[config.mk]
export PLATFORM = sky130hd
export DESIGN_NAME = shift_seq_ctrl_flat
export DESIGN_NICKNAME = d
export VERILOG_FILES = /design/src/rtl/shift_seq_ctrl_if.sv /design/src/rtl/shift_seq_ctrl.sv /design/src/flat_wrapper.sv
export SDC_FILE = /design/constraint.sdc
export NUM_CORES = 1
export LEC_CHECK = 0
export CORE_MARGIN = 10
export CORE_UTILIZATION = 50
export DETAILED_ROUTE_END_ITERATION = 10
export PLACE_DENSITY = 0.82
export SYNTH_ARGS = -nofsm -noshare
export SYNTH_HDL_FRONTEND = slang
export SYNTH_SLANG_ARGS = --single-unit
[constraint.sdc]
create_clock -name clk -period 3.9 [get_ports clk]
set_clock_uncertainty 0.2 [all_clocks]
set_input_delay 0.78 -clock clk [delete_from_list [all_inputs] [get_ports clk]]
set_output_delay 0.78 -clock clk [all_outputs]
set_load 0.01 [all_outputs]
[src/rtl/shift_seq_ctrl_if.sv]
// Handshake and data bundle between the EX-stage requester and the
// multi-cycle shift controller.
interface shift_seq_ctrl_if #(
  parameter int WIDTH = 32,
  parameter int SHW   = 5
);
  logic             start;
  logic [1:0]       op;
  logic [WIDTH-1:0] num;
  logic [SHW-1:0]   shamt;
  logic             busy;
  logic             done;
  logic [WIDTH-1:0] result;

  modport master (
    output start, op, num, shamt,
    input  busy, done, result
  );

  modport slave (
    input  start, op, num, shamt,
    output busy, done, result
  );
endinterface

[src/rtl/shift_seq_ctrl.sv]
// Iterative SLL/SRL/SRA shifter: one single-bit step per clock, busy for stall.
// Optional macro SHIFT_ROR_EN: op=11 rotates right instead of decoding as SRL.
module shift_seq_ctrl #(
  parameter int WIDTH = 32,
  parameter int SHW   = 5
) (
  input  logic             clk,
  input  logic             rst,
  shift_seq_ctrl_if.slave  bus
);

  localparam logic [1:0] IDLE  = 2'd0;
  localparam logic [1:0] SHIFT = 2'd1;
  localparam logic [1:0] DONE  = 2'd2;

  localparam logic [1:0] OP_SLL = 2'b00;
  localparam logic [1:0] OP_SRA = 2'b10;
`ifdef SHIFT_ROR_EN
  localparam logic [1:0] OP_ROR = 2'b11;
`endif

  logic [1:0]       state;
  logic [WIDTH-1:0] w;
  logic [WIDTH-1:0] w_step;
  logic [SHW-1:0]   cnt;
  logic [1:0]       opr;

  always_comb begin
    w_step = {1'b0, w[WIDTH-1:1]};
    case (opr)
      OP_SLL:  w_step = {w[WIDTH-2:0], 1'b0};
      OP_SRA:  w_step = {w[WIDTH-1], w[WIDTH-1:1]};
`ifdef SHIFT_ROR_EN
      OP_ROR:  w_step = {w[0], w[WIDTH-1:1]};
`endif
      default: w_step = {1'b0, w[WIDTH-1:1]};
    endcase
  end

  always_ff @(posedge clk) begin
    if (rst) begin
      state <= IDLE;
      w     <= '0;
      cnt   <= '0;
      opr   <= '0;
    end else begin
      case (state)
        IDLE, DONE: begin
          // DONE accepts a new start too, so requests can run back-to-back
          if (bus.start) begin
            w     <= bus.num;
            cnt   <= bus.shamt;
            opr   <= bus.op;
            state <= (bus.shamt == '0) ? DONE : SHIFT;
          end else begin
            state <= IDLE;
          end
        end
        SHIFT: begin
          w   <= w_step;
          cnt <= cnt - 1'b1;
          if (cnt == SHW'(1)) state <= DONE;
        end
        default: state <= IDLE;
      endcase
    end
  end

  assign bus.busy   = (state == SHIFT);
  assign bus.done   = (state == DONE);
  assign bus.result = w;

endmodule
[src/flat_wrapper.sv]
// flat-port wrapper written by rule: the top's interface ports become plain ports
module shift_seq_ctrl_flat 
#(
  parameter int WIDTH = 32,
  parameter int SHW   = 5
)
  (clk, rst, bus_start, bus_op, bus_num, bus_shamt, bus_busy, bus_done, bus_result);
  shift_seq_ctrl_if #(.WIDTH(WIDTH), .SHW(SHW)) bus_i ();
  input  logic clk;
  input  logic rst;
  input wire logic [$bits(bus_i.start)-1:0] bus_start;
  input wire logic [$bits(bus_i.op)-1:0] bus_op;
  input wire logic [$bits(bus_i.num)-1:0] bus_num;
  input wire logic [$bits(bus_i.shamt)-1:0] bus_shamt;
  output wire logic [$bits(bus_i.busy)-1:0] bus_busy;
  output wire logic [$bits(bus_i.done)-1:0] bus_done;
  output wire logic [$bits(bus_i.result)-1:0] bus_result;
  assign bus_i.start = bus_start;
  assign bus_i.op = bus_op;
  assign bus_i.num = bus_num;
  assign bus_i.shamt = bus_shamt;
  assign bus_busy = bus_i.busy;
  assign bus_done = bus_i.done;
  assign bus_result = bus_i.result;
  shift_seq_ctrl #(.WIDTH(WIDTH), .SHW(SHW)) u_core (.clk(clk), .rst(rst), .bus(bus_i));
endmodule
==> reports/metrics.csv, run 1 <==
stage,metric,value,unit
grt,GRT Residual Overflow,0,
min_path,WHS Path Cells,2,
timing,"Hold Vio Cnt, Final",0,
yosys,Syn Area/Cell,8.37,um2
critical_path,largest stage delay on the critical path,660,ps
critical_path,R2R cell count,5,
job,Max Cap Violations,0,
critical_path,WP data arrival,2100,ps
yosys,asr flop ratio synth,0,%
power_and_ir_drop,Leak,1.30,nW
yosys,Yosys reg bits,41,
yosys,Synth warnings,0,
place,post-DP HPWL,4.64,mm
power_and_ir_drop,P per Cell Area,356,nW/um2
timing,worst-margin pin slew,1060,ps
yosys,most area-hungry cell type in the Yosys netlist,dfxtp_1,
yosys,Syn Inst Count,288,
clock_network,CTS tree,yes,
clock_network,cells resized by post-CTS repair,0,
min_path,Worst Hold Class,reg2reg,
power_and_ir_drop,sequential group share of total power,42.5,%
final_layout,Final Core Density,69.6,%
die,core box area,4690,um2
critical_path,WP data required,2920,ps
route,drt initial violations,137,
clock_network,"Reg clk slew, reported paths",80,ps
clock_network,# clock sinks,41,
timing,setup violators final,0,
final_layout,area delta synth->final,35.5,%
final_layout,Finished Layout Cells,405,
power_and_ir_drop,Max rail drop VDD,193,uV
power_and_ir_drop,P_int,0.820,mW
route,wire per inst,16.5,um
clock_network,H-tree levels,2,
route,Post-route DRC,0,
yosys,"top cells by count, synth","nor2_1 (52), dfxtp_1 (41), mux2_2 (31)",
route,total wire length,6.69,mm
final_layout,Layout fillers,381,
power_and_ir_drop,P_sw,0.343,mW
route,routed vias/inst,5.67,
critical_path,Setup crit start kind,flip-flop,
die,Ports,76,
yosys,sequential-to-total area share from yosys stat,34.1,%
route,total number of vias,2296,
timing,Tcrit/Tclk final,79.0,%
route,ANT nets after route,0,
clock_network,cts hold-fix bufs,0,
yosys,Syn Nets,332,
critical_path,crit path max fanout,36,
power_and_ir_drop,clock power share,28.6,%
timing,Setup TNS,0,ps
min_path,min-delay src,u_core.cnt[2],
critical_path,slowest CP cell,clkdlybuf4s50_1,
timing,Final Slew Violations,0,
route,DR pass1 iterations,4,
final_layout,number of nets in the layout,395,
final_layout,diode count,0,
yosys,synthesized area,2410,um2
timing,f_max,324,MHz
grt,vias in the first global route,2184,
clock_network,root buf cell,clkbuf_8,
yosys,"top cells by area, synth","dfxtp_1 (34%), mux2_2 (14%), mux2i_1 (12%)",
place,PortBufs,75,
yosys,"Primary FF master, synth",dfxtp_1,
critical_path,R2R Setup Slk,1510,ps
timing,RSZ-0062 raised after global routing,false,
place,gpl congestion,0.769,
yosys,Yosys top cell area share,34.1,%
timing,worst relative slew slack,29.5,%
die,die area,8000,um2
outcome,status,finished clean,
die,# rows,25,
clock_network,total CTS buffers,5,
critical_path,r2r startpoint,u_core.opr[1],
final_layout,layout cells sized above 1,13.7,%
grt,gr usage total,17.0,%
power_and_ir_drop,Logic pwr share,28.9,%
timing,fin crit period,3080,ps
yosys,most frequent cell after synthesis,nor2_1,
critical_path,Crit Reg-Reg Endpoint,u_core.bus.result[28],
critical_path,nature of the critical path endpoint,primary output,
grt,largest net degree at the start of global routing,51,
critical_path,crit path cell chain,nand2b_1 > inv_2 > clkdlybuf4s50_1,
yosys,Post-synth EDFFs,0,
die,Die H,89.4,um
die,Die X,89.4,um
clock_network,clock buffer depth,2,
die,starting density of the core,51.4,%
grt,first-pass GRT wire length,10.9,mm
place,dpl cells,398,
power_and_ir_drop,sw frac,29.5,%
clock_network,post-CTS setup buffers,0,
grt,initial antenna violation count,0,
min_path,Hold Path End,u_core.cnt[2],
clock_network,Clock Latency Late Sink,300,ps
critical_path,CP Class,reg2out,
yosys,"Distinct cells, synth",28,
==> cell type report <==
| class | instances | area (um2) | share of cell area [%] |
|---|---|---|---|
| multi-input combinational | 216 | 1460 | 44.7 |
| sequential | 41 | 821 | 25.1 |
| timing repair buffer | 81 | 791 | 24.2 |
| clock buffer | 5 | 68.8 | 2.11 |
| tap | 54 | 67.6 | 2.07 |
| clock inverter | 2 | 35.0 | 1.07 |
| inverter | 6 | 22.5 | 0.690 |
==> metrics by stage <==
stage	area [um2]	worst slack (ps)	hold slack [ps]	power, mW
global route	3260	703	358	1.22
detailed placement	3160	1140	309	0.839
finish	3260	818	328	1.16
CTS	3260	812	320	1.17
floorplan	2410	1850	275	0.699
global placement	3160	1170	296	0.831
==> cells by family after synthesis <==
| group | after synthesis | share of synthesized area [%] |
|---|---|---|
| AOI/OAI and AO/OA | 67 | 17.0 |
| adders and majority gates | 2 | 1.04 |
| buffers and inverters | 31 | 5.50 |
| DFF | 41 | 34.1 |
| muxes | 61 | 26.9 |
| and+or+nand+nor | 86 | 15.5 |
==> power by group through the flow <==
stage | combinational [mW] | sequential [mW] | clock (mW)
after floorplan | 0.192 | 0.507 | 0
after global placement | 0.329 | 0.502 | 0
after detailed placement | 0.336 | 0.503 | 0
after CTS | 0.338 | 0.493 | 0.338
after global routing | 0.368 | 0.501 | 0.354
final | 0.336 | 0.494 | 0.333
==> critical path, delay by kind of cell, from the launching register on <==
family | cells | cell delay [ps]
buffers and inverters | 2 | 1200
flip-flops | 1 | 320
AND/OR/NAND/NOR | 1 | 280
==> per-layer routing <==
| layer | global-route usage, % | vias up | part of all wire, % |
|---|---|---|---|
| met5 | 0 | - | 0 |
| met4 | 7.66 | 0 | 2.2 |
| met3 | 4.92 | 13 | 6.4 |
| met2 | 27.4 | 72 | 48 |
| met1 | 20.3 | 1052 | 44 |
| li1 | - | 1159 | - |
==> how the worst max path moves through the flow <==
stage | startpoint | endpoint | slack (ps) | cells past startpoint
4_1_cts | u_core.state[1] | bus_busy | 810 | 3
3_3_place_gp | u_core.state[1] | bus_busy | 1170 | 3
3_5_place_dp | u_core.state[1] | bus_busy | 1140 | 3
2_1_floorplan | bus_start | u_core.bus.result[22] | 1850 | 6
5_1_grt | u_core.state[1] | bus_busy | 700 | 3
6_report | u_core.state[1] | bus_busy | 820 | 3
==> placed cells by master, fill, tap and decap left out, types with 4 or more instances in the layout <==
| cell | synthesis | routed |
|---|---|---|
| buf_4 | 2 | 6 |
| a221oi_1 | 11 | 11 |
| clkdlybuf4s50_1 | 0 | 74 |
| mux2i_1 | 30 | 30 |
| nor2_1 | 52 | 51 |
| dfxtp_1 | 41 | 41 |
| mux2_2 | 31 | 31 |
| o21ai_0 | 20 | 20 |
| nand3_1 | 20 | 20 |
| nand2_1 | 4 | 4 |
| clkbuf_8 | 0 | 5 |
| a21oi_1 | 26 | 26 |
| inv_1 | 5 | 5 |
==> sequential cells by signal (all words and copies together) (netlist names) <==
signal and count:
u_core.bus.result 32, u_core.opr 2, u_core.state 2, u_core.cnt 5
(Power assumes the default switching activity.)
==> run 2, diff against run 1 <==
--- a/config.mk
+++ b/config.mk
@@ -6,9 +6,9 @@
 export NUM_CORES = 1
 export LEC_CHECK = 0
 export CORE_MARGIN = 10
-export CORE_UTILIZATION = 50
+export CORE_UTILIZATION = 47
 export DETAILED_ROUTE_END_ITERATION = 10
-export PLACE_DENSITY = 0.82
+export PLACE_DENSITY = 0.78
 export SYNTH_ARGS = -nofsm -noshare
 export SYNTH_HDL_FRONTEND = slang
 export SYNTH_SLANG_ARGS = --single-unit
==> constraint.sdc (replaced) <==
create_clock -name clk -period 3.1 [get_ports clk]
set_clock_uncertainty 0.2 [all_clocks]
set_input_delay 0.62 -clock clk [delete_from_list [all_inputs] [get_ports clk]]
set_output_delay 0.62 -clock clk [all_outputs]
set_load 0.01 [all_outputs]
==> reports/metrics.csv, run 2 (synthesized netlist as in run 1, its figures left out) <==
stage,metric,value,unit,change
grt,GRT Residual Overflow,0,,unchanged
outcome,status,finished clean,,unchanged
power_and_ir_drop,Leak,1.31,nW,was 1.30 nW
timing,RSZ-0062 raised after global routing,false,,unchanged
die,core box area,5040,um2,was 4690 um2
final_layout,area delta synth->final,36.5,%,was 35.5%
final_layout,layout cells sized above 1,14.1,%,was 13.7%
route,DR pass1 iterations,4,,unchanged
critical_path,CP Class,reg2out,,unchanged
final_layout,post-route cell area,3290,um2,was 3260 um2
clock_network,Clock Latency Late Sink,300,ps,about the same
final_layout,number of nets in the layout,398,,was 395
die,Ports,76,,unchanged
place,Placed Area,3200,um2,was 3160 um2
route,drt initial violations,139,,was 137
clock_network,clock buffer depth,2,,unchanged
clock_network,H-tree levels,2,,unchanged
final_layout,"most common cell after layout, fill and taps aside",clkdlybuf4s50_1,,unchanged
timing,fin crit period,2460,ps,
grt,vias in the first global route,2418,,was 2184
timing,f_max,407,MHz,
critical_path,WP data arrival,1640,ps,was 2100 ps
timing,Final Slew Violations,0,,unchanged
critical_path,nature of the critical path endpoint,primary output,,unchanged
clock_network,cts hold-fix bufs,0,,unchanged
place,gpl congestion,0.752,,was 0.769
critical_path,Setup crit start kind,flip-flop,,unchanged
timing,worst hold margin,333,ps,was 328 ps
critical_path,crit path cell chain,nand2b_1 > inv_2 > clkdlybuf4s50_1,,unchanged
clock_network,"Reg clk slew, reported paths",80,ps,about the same
timing,worst-margin pin slew,623,ps,was 1060 ps
grt,largest net degree at the start of global routing,51,,unchanged
power_and_ir_drop,Max rail drop VDD,198,uV,was 193 uV
critical_path,WP buf/inv,2,,unchanged
final_layout,most frequent cells in the layout,"clkdlybuf4s50_1 (74), nor2_1 (51), dfxtp_1 (41)",,unchanged
route,wire per inst,16.4,um,was 16.5 um
place,post-DP HPWL,4.90,mm,was 4.64 mm
final_layout,max reg flops,32,,unchanged
power_and_ir_drop,Power Total,1.42,mW,was 1.16 mW
route,total number of vias,2337,,was 2296
grt,first-pass GRT wire length,11.7,mm,was 10.9 mm
route,total wire length,6.94,mm,was 6.69 mm
route,Post-route DRC,0,,unchanged
timing,Tcrit/Tclk final,79.2,%,
critical_path,R2R cell count,5,,unchanged
route,ANT nets after route,0,,unchanged
timing,"Hold Vio Cnt, Final",0,,unchanged
timing,worst relative slew slack,58.4,%,was 29.5%
die,die area,8390,um2,was 8000 um2
critical_path,crit path max fanout,10,,was 36
critical_path,CP top delay family,buffers and inverters,,unchanged
clock_network,total CTS buffers,5,,unchanged
timing,Setup TNS,0,ps,unchanged
job,Max Cap Violations,0,,unchanged
final_layout,diode count,0,,unchanged
min_path,WHS Path Cells,2,,unchanged
grt,initial antenna violation count,0,,unchanged
die,Die H,91.6,um,was 89.4 um
place,PortBufs,75,,unchanged
final_layout,Layout fillers,446,,was 381
clock_network,root buf cell,clkbuf_8,,unchanged
critical_path,WP data required,2280,ps,was 2920 ps
route,routed vias/inst,5.51,,was 5.67
clock_network,post-CTS setup buffers,0,,unchanged
timing,setup violators final,0,,unchanged
grt,gr usage total,16.4,%,was 17.0%
die,Die X,91.6,um,was 89.4 um
die,starting density of the core,47.8,%,was 51.4%
clock_network,cells resized by post-CTS repair,0,,unchanged
critical_path,largest stage delay on the critical path,550,ps,was 660 ps
clock_network,CTS tree,yes,,unchanged
critical_path,slowest CP cell,clkdlybuf4s50_1,,unchanged
die,# rows,26,,was 25
min_path,Worst Hold Class,reg2reg,,unchanged
final_layout,Final Core Density,65.2,%,was 69.6%
power_and_ir_drop,P per Cell Area,430,nW/um2,was 356 nW/um2
critical_path,Crit. path cell count,3,,unchanged
clock_network,# clock sinks,41,,unchanged
run 2: metrics by stage:
stage	cells	worst slack, ps
floorplan	288	1210
global route	424	562
CTS	424	635
finish	424	645
global placement	417	964
detailed placement	417	919
run 2: worst paths after layout:
kind	start	endpoint	slack, ps
setup / recovery	u_core.state[1]	bus_busy	640
hold / removal	u_core.cnt[2]	u_core.cnt[2]	330
setup reg to reg	u_core.opr[1]	u_core.bus.result[22]	930
hold reg to reg	u_core.cnt[2]	u_core.cnt[2]	330
run 2: worst min-delay path: cells and delay by family (launching register included):
kind | cells | cell delay (ps)
AOI/OAI and AO/OA | 2 | 160
DFF | 1 | 330
run 2: cell type report:
class	count	area [um2]	area share, %
clock buffer	7	86.3	2.62
inverter	6	22.5	0.685
multi-input combinational	216	1460	44.4
sequential	41	821	25.0
tap	70	87.6	2.66
timing repair buffer	84	813	24.7
run 2: where the power goes:
group | internal, mW | switching, mW
Sequential | 0.572 | 0.0525
Clock | 0.177 | 0.185
Combinational | 0.231 | 0.199
run 2: per-layer routing:
layer  vias up  GRT usage (%)  part of all wire, %  wire (um)
met5         -              0                    0          0
met3         8           5.60                  6.5        448
met2        65           27.5                   49       3390
li1       1164              -                    -          -
met4         0           5.22                  1.3         87
met1      1100           19.2                   43       3010
